File: src/rtl/fifo_pkg.sv
// fifo_pkg: shared sizing helpers and parameter legality checks for the FIFO family.
package fifo_pkg;
  function automatic int cnt_w(input int depth);
    return $clog2(depth) + 1;
  endfunction
  function automatic bit params_ok(input int depth, input int af, input int ae);
    return depth >= 2 && (depth & (depth - 1)) == 0 &&
           af >= 1 && af <= depth && ae >= 0 && ae <= depth - 1;
  endfunction
endpackage

File: src/rtl/sync_fifo_param_if.sv
// sync_fifo_param_if: producer/consumer handshake and status bundle of the FIFO.
interface sync_fifo_param_if
  import fifo_pkg::*;
#(
  parameter int DATA_W = 16,
  parameter int DEPTH = 8
);
  logic wrt_en, rd_en, full, empty, almost_full, almost_empty, overflow, underflow;
  logic [DATA_W-1:0] data_in, data_out;
  logic [cnt_w(DEPTH)-1:0] count;
  modport master(
    output wrt_en, data_in, rd_en,
    input data_out, full, empty, almost_full, almost_empty, count, overflow, underflow
  );
  modport slave(
    input wrt_en, data_in, rd_en,
    output data_out, full, empty, almost_full, almost_empty, count, overflow, underflow
  );
endinterface

File: src/rtl/fifo_mem_2p.sv
// fifo_mem_2p: DEPTH x DATA_W storage, synchronous write, asynchronous read, no reset.
module fifo_mem_2p #(
  parameter int DATA_W = 16,
  parameter int DEPTH = 8,
  localparam int ADDR_W = $clog2(DEPTH)
) (
  input  logic              clk,
  input  logic              we,
  input  logic [ADDR_W-1:0] waddr,
  input  logic [DATA_W-1:0] wdata,
  input  logic [ADDR_W-1:0] raddr,
  output logic [DATA_W-1:0] rdata
);
  logic [DATA_W-1:0] mem [DEPTH];
  always_ff @(posedge clk)
    if (we) mem[waddr] <= wdata;
  assign rdata = mem[raddr];
endmodule

File: src/rtl/sync_fifo_param.sv
// sync_fifo_param: parametrised show-ahead single-clock FIFO with occupancy,
// threshold flags and registered overflow/underflow pulses.
module sync_fifo_param
  import fifo_pkg::*;
#(
  parameter int DATA_W = 16,
  parameter int DEPTH = 8,
  parameter int AF_THRESH = DEPTH - 2,
  parameter int AE_THRESH = 2
) (
  input logic clk,
  input logic rst_n,
  sync_fifo_param_if.slave bus
);
  localparam int ADDR_W = $clog2(DEPTH);
  localparam int CW = cnt_w(DEPTH);
  if (!params_ok(DEPTH, AF_THRESH, AE_THRESH) || DATA_W < 1) begin : g_bad_params
    $error("sync_fifo_param: illegal DATA_W/DEPTH/threshold parameters");
  end
  logic [CW-1:0] wr_ptr, rd_ptr, cnt;
  logic [DATA_W-1:0] rd_data;
  logic full_s, empty_s, wr_acc, rd_acc, ovf_q, udf_q;
  always_comb begin
    empty_s = wr_ptr == rd_ptr;
    full_s = (wr_ptr[ADDR_W] != rd_ptr[ADDR_W]) && (wr_ptr[ADDR_W-1:0] == rd_ptr[ADDR_W-1:0]);
    wr_acc = bus.wrt_en && !full_s;
    rd_acc = bus.rd_en && !empty_s;
  end
  always_ff @(posedge clk or negedge rst_n)
    if (!rst_n) begin
      wr_ptr <= '0;
      rd_ptr <= '0;
      cnt <= '0;
      ovf_q <= 1'b0;
      udf_q <= 1'b0;
    end else begin
      wr_ptr <= wr_ptr + CW'(wr_acc);
      rd_ptr <= rd_ptr + CW'(rd_acc);
      cnt <= cnt + CW'(wr_acc) - CW'(rd_acc);
      ovf_q <= bus.wrt_en && full_s;
      udf_q <= bus.rd_en && empty_s;
    end
  fifo_mem_2p #(.DATA_W(DATA_W), .DEPTH(DEPTH)) u_mem (
    .clk(clk),
    .we(wr_acc),
    .waddr(wr_ptr[ADDR_W-1:0]),
    .wdata(bus.data_in),
    .raddr(rd_ptr[ADDR_W-1:0]),
    .rdata(rd_data)
  );
  // empty masks the read port so unwritten storage never reaches data_out
  assign bus.data_out = empty_s ? '0 : rd_data;
  assign bus.full = full_s;
  assign bus.empty = empty_s;
  assign bus.almost_full = cnt >= CW'(AF_THRESH);
  assign bus.almost_empty = cnt <= CW'(AE_THRESH);
  assign bus.count = cnt;
  assign bus.overflow = ovf_q;
  assign bus.underflow = udf_q;
  a_flags_match_count: assert property (@(posedge clk) disable iff (!rst_n)
    (empty_s == (cnt == '0)) && (full_s == (cnt == CW'(DEPTH))));
endmodule

File: src/flat_wrapper.sv
// flat-port wrapper written by rule: the top's interface ports become plain ports
module sync_fifo_param_flat import fifo_pkg::*;
#(
  parameter int DATA_W = 16,
  parameter int DEPTH = 8,
  parameter int AF_THRESH = DEPTH - 2,
  parameter int AE_THRESH = 2
)
  (clk, rst_n, bus_wrt_en, bus_data_in, bus_rd_en, bus_data_out, bus_full, bus_empty, bus_almost_full, bus_almost_empty, bus_count, bus_overflow, bus_underflow);
  sync_fifo_param_if #(.DATA_W(DATA_W), .DEPTH(DEPTH)) bus_i ();
  input logic clk;
  input logic rst_n;
  input wire logic [$bits(bus_i.wrt_en)-1:0] bus_wrt_en;
  input wire logic [$bits(bus_i.data_in)-1:0] bus_data_in;
  input wire logic [$bits(bus_i.rd_en)-1:0] bus_rd_en;
  output wire logic [$bits(bus_i.data_out)-1:0] bus_data_out;
  output wire logic [$bits(bus_i.full)-1:0] bus_full;
  output wire logic [$bits(bus_i.empty)-1:0] bus_empty;
  output wire logic [$bits(bus_i.almost_full)-1:0] bus_almost_full;
  output wire logic [$bits(bus_i.almost_empty)-1:0] bus_almost_empty;
  output wire logic [$bits(bus_i.count)-1:0] bus_count;
  output wire logic [$bits(bus_i.overflow)-1:0] bus_overflow;
  output wire logic [$bits(bus_i.underflow)-1:0] bus_underflow;
  assign bus_i.wrt_en = bus_wrt_en;
  assign bus_i.data_in = bus_data_in;
  assign bus_i.rd_en = bus_rd_en;
  assign bus_data_out = bus_i.data_out;
  assign bus_full = bus_i.full;
  assign bus_empty = bus_i.empty;
  assign bus_almost_full = bus_i.almost_full;
  assign bus_almost_empty = bus_i.almost_empty;
  assign bus_count = bus_i.count;
  assign bus_overflow = bus_i.overflow;
  assign bus_underflow = bus_i.underflow;
  sync_fifo_param #(.DATA_W(DATA_W), .DEPTH(DEPTH), .AF_THRESH(AF_THRESH), .AE_THRESH(AE_THRESH)) u_core (.clk(clk), .rst_n(rst_n), .bus(bus_i));
endmodule
File: config.mk
export PLATFORM = sky130hd
export DESIGN_NAME = sync_fifo_param_flat
export DESIGN_NICKNAME = d
export VERILOG_FILES = /design/src/rtl/fifo_pkg.sv /design/src/rtl/sync_fifo_param_if.sv /design/src/rtl/fifo_mem_2p.sv /design/src/rtl/sync_fifo_param.sv /design/src/flat_wrapper.sv
export SDC_FILE = /design/constraint.sdc
export NUM_CORES = 1
export LEC_CHECK = 0
export CORE_MARGIN = 2
export CORE_UTILIZATION = 48
export CTS_BUF_LIST = sky130_fd_sc_hd__clkbuf_2 sky130_fd_sc_hd__clkbuf_4 sky130_fd_sc_hd__clkbuf_8
export CTS_CLUSTER_DIAMETER = 150
export DETAILED_ROUTE_END_ITERATION = 6
export GPL_TIMING_DRIVEN = 0
export HOLD_SLACK_MARGIN = 0.08
export PLACE_DENSITY = 0.68
export REMOVE_ABC_BUFFERS = 1
export SYNTH_ARGS = -nofsm -noshare
export SYNTH_HDL_FRONTEND = slang
export SYNTH_SLANG_ARGS = --single-unit
export TNS_END_PERCENT = 1
File: constraint.sdc
create_clock -name clk -period 3.7 [get_ports clk]
set_clock_uncertainty 0.15 [all_clocks]
set_input_delay 0.74 -clock clk [delete_from_list [all_inputs] [get_ports clk]]
set_output_delay 0.74 -clock clk [all_outputs]
set_load 0.05 [all_outputs]
==> results of run 1 <==
## path summary, 6_finish.rpt
path                                            start                                to  depth (start not counted)
max reg2reg                u_core.rd_ptr[0]$_DFF_PN0_  u_core.u_mem.mem[2][6]$_DFFE_PP_                          4
max in group asynchronous                       rst_n        u_core.rd_ptr[0]$_DFF_PN0_                          1
max                        u_core.rd_ptr[0]$_DFF_PN0_                  bus_data_out[15]                          5
min reg2reg                u_core.rd_ptr[3]$_DFF_PN0_        u_core.rd_ptr[3]$_DFF_PN0_                          1
min in group asynchronous                       rst_n     u_core.bus.count[2]$_DFF_PN0_                          1
min                        u_core.rd_ptr[3]$_DFF_PN0_        u_core.rd_ptr[3]$_DFF_PN0_                          1
## stage by stage
step / instances / TNS (ns) / hold WS [ns] / setup slack [ns]
2_1_floorplan: 313 / -165.88 / 0.294 / -1.59
3_3_place_gp: 501 / -421.48 / 0.330 / -3.69
3_5_place_dp: 513 / -3.05 / 0.338 / -0.212
4_1_cts: 547 / -0.237 / 0.354 / -0.0483
5_1_grt: 548 / 0 / 0.371 / 0.0117
6_report: 548 / 0 / 0.350 / 0.0902
## state kept, by name, indices dropped and copies added, names as in the netlist
register,count
u_core.wr_ptr,4
u_core.bus.overflow,1
u_core.u_mem.mem,128
u_core.rd_ptr,4
u_core.bus.count,4
u_core.bus.underflow,1
## cell families after synthesis
group	Yosys count	synth area share (%)
flip-flops	142	72.9
multiplexers	64	11.1
AO/OA/AOI/OAI	36	4.70
buffers and inverters	26	2.48
adder cells (fa/ha/maj)	12	2.74
XOR/XNOR	10	1.52
AND/OR/NAND/NOR	40	4.46
## per-layer routing
layer / track usage, % / vias up / wire, um
met2: 28.7 / 77 / 5500
met3: 4.52 / 13 / 543
li1: - / 1409 / -
met4: 7.72 / 0 / 149
met1: 23.8 / 1533 / 4730
met5: 0 / - / 0
## layout make-up
type | count | area, um2
fill | 843 | 4650
sequential | 142 | 4200
multi-input combinational | 162 | 1490
timing repair buffer | 60 | 631
clock buffer | 18 | 241
tap | 143 | 179
clock inverter | 14 | 144
inverter | 9 | 33.8
## worst max-delay path: stages, from the launching register on
cell and delay [ns]:
dfrtp_4 0.65, xnor2_1 0.21, nand4_1 0.15, buf_4 0.24, and3_1 0.22, clkdlybuf4s50_1 0.81
## Yosys cell counts (3+ instances only)
cell      number
edfxtp_1     128
mux2i_1       64
a22oi_1       32
and3_1        16
dfrtp_1       14
ha_1          11
inv_1          9
buf_4          8
xnor2_1        7
buf_2          5
and2_1         4
nor3_1         4
nand2_1        3
xor2_1         3
## timing repair
action	in CTS	in global routing
setup buffers	2	1
endpoints found under the setup margin	20	8
gates resized for setup	12	3
pin swaps	1	0
==> reports/results.txt, run 1 <==
routed vias: 3032
Netlist cell types: 31
Max-Cap Viols: 0
Main synth FF type: edfxtp_1
sequential fraction of the synthesis area: 72.9%
WL final: 10.9 mm
Mapped Avg Cell Area: 17.4 um2
clock buffer count from CTS: 17
Hold-fix buffers, CTS: 0
CTS Root Cell: clkbuf_8
# setup viols final: 0
fin area: 0.00691 mm2
flop2flop setup slack: 0.87 ns
CTS clk-pin slew, worst paths: 0.08 ns
post-layout util: 59.8%
GRT overflow: 0
Tmin final: 3.61 ns
post-route ant nets: 0
drt wl/cell: 19.9 um
first-pass GRT wire length: 17.0 mm
Synth area leaders: edfxtp_1 (67%), mux2i_1 (11%), dfrtp_1 (6.1%)
commonest non-fill, non-tap cell in the layout: edfxtp_1
post-synth top area cell: edfxtp_1
Final Slew Violations: 0
RePlAce Congestion: 0.697
FFs w/ async S/R, synth: 9.86%
TritonCTS clock tree: done
critical path class: flip-flop to primary output
worst path required time: 2.81 ns
gr usage total: 18.0%
Yosys top cell area share: 66.9%
Net count, final: 424
Peak Freq: 277 MHz
Die X: 113 um
Skew-Pair Late Insertion Delay: 0.43 ns
n_diodes: 0
Least-Margin Pin Slew: 0.913 ns
commonest cells after routing, fill and taps aside: edfxtp_1 (128), mux2i_1 (64), clkdlybuf4s50_1 (34)
Initial Utilization: 49.7%
worst path arrival time: 2.72 ns
die area: 0.0129 mm2
status: complete, no violations
Post-synth EDFFs: 128
CP max FO: 17
io pins: 46
# rows: 39
Hold Fails Final Rpt: 0
Vias/cell: 5.53
Area growth syn-to-layout: 20.2%
drt first-iter violations: 186
fraction of layout cells with a size suffix above 1: 14.6%
startpoint types: flip-flop
H-tree lvl count: 4
DRC Markers: 0
placed cell area: 0.00648 mm2
pin count of the biggest net entering global routing: 37
RSZ-0062 raised after global routing: no
crit end category: primary output
initial antenna violation count: 0
Hold Path Class: flip-flop to flip-flop
vias in the first global route: 3123
Max transition margin: 38.8%
Netlist Area Pre-Place: 0.00575 mm2
post-DP HPWL: 6.77 mm
post-synthesis cell count: 330
clk buf depth: 2
die height: 113 um
CTS sink cnt: 142
CORE AREA: 0.0116 mm2
Synth warnings: 0
port bufs: 45
number of synthesized register bits: 142
fin crit share: 97.6%
drt first pass iters: 4
Power of run 1 is not shown: default switching activity piles up to over one toggle a cycle in this logic, so the estimate is an artifact.
==> run 2, diff against run 1 <==
CORE_UTILIZATION = 60   (was 48)
PLACE_DENSITY = 0.82   (was 0.68)
==> run 2 against run 1 <==
Effect of this change:
- hold slack improved by 0.0010 ns
- first-iteration DRC count decreased by 7.5%
- worst setup slack got worse by 0.0041 ns
- critical path type unchanged
- register-to-register slack got worse by 0.22 ns
- critical path depth unchanged
- routed wire length increased by 5.5%
- critical endpoint is now bus_data_out[1]
- die area decreased by 19%
==> reports/results.txt, run 2 (synthesized netlist as in run 1, its figures left out) <==
commonest cells after routing, fill and taps aside: edfxtp_1 (128), mux2i_1 (64), clkdlybuf4s50_1 (36)
Final Non-Filler Cells: 533
post-DP HPWL: 6.67 mm
CTS Root Cell: clkbuf_8
io pins: 46
die area: 0.0104 mm2
CP max FO: 18
Placement Setup Slack: -0.167 ns
post-route setup slack: 0.0860 ns
fin crit share: 97.7%
Vias/cell: 5.91
startpoint types: flip-flop
Peak Freq: 277 MHz
die height: 102 um
clock buffer count from CTS: 17
critical path class: flip-flop to primary output
Initial Utilization: 61.9%
post-route ant nets: 0
clk buf depth: 2
routed vias: 3152
Sum Neg Setup Slack: 0 ns
Area growth syn-to-layout: 20.4%
crit end category: primary output
drt first-iter violations: 172
initial antenna violation count: 0
TritonCTS clock tree: done
Hold Path Class: flip-flop to flip-flop
commonest non-fill, non-tap cell in the layout: edfxtp_1
Hold Fails Final Rpt: 0
fraction of layout cells with a size suffix above 1: 14.1%
CORE AREA: 0.00928 mm2
Max-Cap Viols: 0
worst path arrival time: 2.72 ns
pin count of the biggest net entering global routing: 35
drt wl/cell: 21.6 um
first-pass GRT wire length: 17.3 mm
FILL cells: 541
Top reg by flops: u_core.u_mem.mem
GRT overflow: 0
vias in the first global route: 3239
max reg flops: 128
WL final: 11.5 mm
Skew-Pair Late Insertion Delay: 0.43 ns
Inst Count DP: 499
Least-Margin Pin Slew: 1.14 ns
worst path required time: 2.81 ns
n_diodes: 0
Die X: 102 um
# setup viols final: 0
Tmin final: 3.61 ns
RePlAce Congestion: 0.758
status: complete, no violations
DRC Markers: 0
drt first pass iters: 4
flop2flop setup slack: 0.65 ns
Final Slew Violations: 0
fin area: 0.00692 mm2
Net count, final: 423
H-tree lvl count: 4
CTS sink cnt: 142
CTS clk-pin slew, worst paths: 0.08 ns
Max transition margin: 23.1%
Hold-fix buffers, CTS: 0
port bufs: 45
RSZ-0062 raised after global routing: no
# rows: 35
placed cell area: 0.00645 mm2
gr usage total: 23.7%
[run 2: critical path, stage by stage, from the launching register on]
cell             delay (ns)
dfrtp_4                0.65
xnor2_1                0.23
nand4_1                0.11
buf_4                  0.27
and3_1                 0.23
clkdlybuf4s50_1        0.81
[run 2: path summary, 6_finish.rpt]
kind	end	start	depth (start not counted)
max reg2reg	u_core.u_mem.mem[2][1]$_DFFE_PP_	u_core.rd_ptr[0]$_DFF_PN0_	4
min reg2reg	u_core.wr_ptr[3]$_DFF_PN0_	u_core.wr_ptr[3]$_DFF_PN0_	1
min	u_core.wr_ptr[3]$_DFF_PN0_	u_core.wr_ptr[3]$_DFF_PN0_	1
max	bus_data_out[1]	u_core.rd_ptr[0]$_DFF_PN0_	5
max in group asynchronous	u_core.rd_ptr[0]$_DFF_PN0_	rst_n	1
min in group asynchronous	u_core.wr_ptr[0]$_DFF_PN0_	rst_n	1
[run 2: layer usage]
layer,vias up,GRT usage (%),share of wire (%),wire length (um)
met5,-,0,0,0
met3,16,5.75,5.5,629
li1,1417,-,-,-
met4,0,9.23,1.8,213
met1,1611,29.6,39,4520
met2,108,40.3,53,6160
[run 2: layout make-up]
| cell class | instances | area, um2 | share of cell area [%] |
|---|---|---|---|
| Tap cell | 129 | 161 | 2.33 |
| Timing Repair Buffer | 59 | 641 | 9.25 |
| Sequential cell | 142 | 4200 | 60.6 |
| Clock buffer | 17 | 234 | 3.38 |
| Clock inverter | 15 | 169 | 2.44 |
| Inverter | 9 | 33.8 | 0.488 |
| Multi-Input combinational cell | 162 | 1490 | 21.5 |
[run 2: per-stage QoR]
stage	util [%]	hold slack [ns]
6_report	74.6	0.351
5_1_grt	74.6	0.375
4_1_cts	74.4	0.351
3_5_place_dp	69.5	0.340
3_3_place_gp	67.3	0.334
2_1_floorplan	-	0.294
[run 2: what timing repair did]
item / CTS / global route
buffers inserted: 2 / 0
pin swaps: 1 / 0
setup endpoints to repair: 20 / 7
gates cloned: 0 / 0
resized for setup: 6 / 7
Power of run 2 is left out for the same reason.
==> run 3, diff against run 2 <==
REMOVE_ABC_BUFFERS = default   (was 1)
==> run 3 against run 2 <==
Effect of this change:
- via count rose by 2.2%
- first-iteration DRC count rose by 130%
- global-route usage rose by 0.58 points
- cell area barely moved
- critical path depth rose by 1
- core utilization barely moved
==> reports/results.txt, run 3 (synthesized netlist as in run 1, its figures left out) <==
drt first-iter violations: 395
met2 routed WL: 5.98 mm
vias in the first global route: 3231
Vias/cell: 5.89
syn_nets: 362
die height: 102 um
Top reg by flops: u_core.u_mem.mem
# rows: 35
clk buf depth: 2
worst path required time: 2.81 ns
Least-Margin Pin Slew: 0.957 ns
CORE AREA: 0.00928 mm2
Net count, final: 437
Initial Utilization: 61.9%
n_diodes: 0
fraction of layout cells with a size suffix above 1: 15.8%
crit end category: primary output
CP max FO: 10
Area growth syn-to-layout: 20.5%
H-tree lvl count: 4
fin crit share: 96.8%
commonest non-fill, non-tap cell in the layout: edfxtp_1
Hold Path Class: flip-flop to flip-flop
gr usage total: 24.2%
Tmin final: 3.58 ns
GRT overflow: 0
initial antenna violation count: 0
io pins: 46
Skew-Pair Late Insertion Delay: 0.43 ns
startpoint types: flip-flop
# setup viols final: 0
WL final: 11.7 mm
routed vias: 3220
met3 wire len: 585 um
commonest cells after routing, fill and taps aside: edfxtp_1 (128), mux2i_1 (64), clkdlybuf4s50_1 (35)
post-layout util: 74.6%
Final Slew Violations: 0
DR top layer: met4
critical path class: flip-flop to primary output
Hold Fails Final Rpt: 0
DRC Markers: 0
clock buffer count from CTS: 17
TritonCTS clock tree: done
CTS clk-pin slew, worst paths: 0.07 ns
post-route ant nets: 0
port bufs: 45
RePlAce Congestion: 0.781
M1 WL: 4.88 mm
RSZ-0062 raised after global routing: no
die area: 0.0104 mm2
Max transition margin: 35.9%
status: complete, no violations
worst path arrival time: 2.69 ns
Die X: 102 um
max reg flops: 128
Max-Cap Viols: 0
Hold-fix buffers, CTS: 0
CTS sink cnt: 142
first-pass GRT wire length: 17.7 mm
post-DP HPWL: 7.71 mm
drt first pass iters: 5
pin count of the biggest net entering global routing: 17
Peak Freq: 279 MHz
drt wl/cell: 21.3 um
CTS Root Cell: clkbuf_8
FILL cells: 558
[run 3: through the flow]
step	std cells	hold WS (ns)	worst slack, ns	cell area [um2]	setup TNS [ns]
after floorplan	330	0.294	0.471	5750	0
after CTS	547	0.346	0.0104	6900	0
after global routing	547	0.371	0.0329	6930	0
after global placement	504	0.333	-1.13	6360	-58.85
after detailed placement	514	0.332	0.259	6520	0
final	547	0.346	0.118	6930	0
[run 3: layout make-up]
type | instances | area [um2] | area share (%)
Sequential cell | 142 | 4190 | 60.5
Multi-Input combinational cell | 162 | 1470 | 21.2
Timing Repair Buffer | 56 | 588 | 8.49
Clock buffer | 18 | 241 | 3.49
Tap cell | 129 | 161 | 2.33
Clock inverter | 14 | 133 | 1.91
Buffer | 17 | 110 | 1.59
Inverter | 9 | 33.8 | 0.488
[run 3: final timing paths]
| check | startpoint | to | slack, ns | depth (start not counted) |
|---|---|---|---|---|
| max in group asynchronous | rst_n | u_core.rd_ptr[2]$_DFF_PN0_ | 2.42 | 1 |
| min in group asynchronous | rst_n | u_core.bus.overflow$_DFF_PN0_ | 0.55 | 1 |
| worst min register to register | u_core.wr_ptr[3]$_DFF_PN0_ | u_core.wr_ptr[3]$_DFF_PN0_ | 0.35 | 1 |
| worst max register to register | u_core.wr_ptr[2]$_DFF_PN0_ | u_core.bus.count[2]$_DFF_PN0_ | 0.94 | 11 |
| worst min-delay path | u_core.wr_ptr[3]$_DFF_PN0_ | u_core.wr_ptr[3]$_DFF_PN0_ | 0.35 | 1 |
| worst max-delay path | u_core.rd_ptr[0]$_DFF_PN0_ | bus_data_out[3] | 0.12 | 6 |
[run 3: worst max-delay path, cell delays in order, from the launching register on]
cell and delay (ns):
dfrtp_1 0.41, buf_4 0.24, buf_4 0.27, mux2i_1 0.13, a22oi_1 0.23, and3_1 0.18, clkdlybuf4s50_1 0.80
[run 3: what timing repair did]
| action | in CTS | in global routing |
|---|---|---|
| endpoints found under the setup margin | 10 | 9 |
| pin swaps | 1 | 0 |
| resized for setup | 3 | 9 |
| cloned | 0 | 0 |
| setup buffers | 1 | 0 |
[run 3: layer usage]
metal | track usage [%] | vias to the layer above
li1 | - | 1443
met1 | 33.1 | 1649
met2 | 38.9 | 105
met3 | 5.54 | 23
met4 | 8.92 | 0
met5 | 0 | -
Power of run 3 is left out for the same reason.
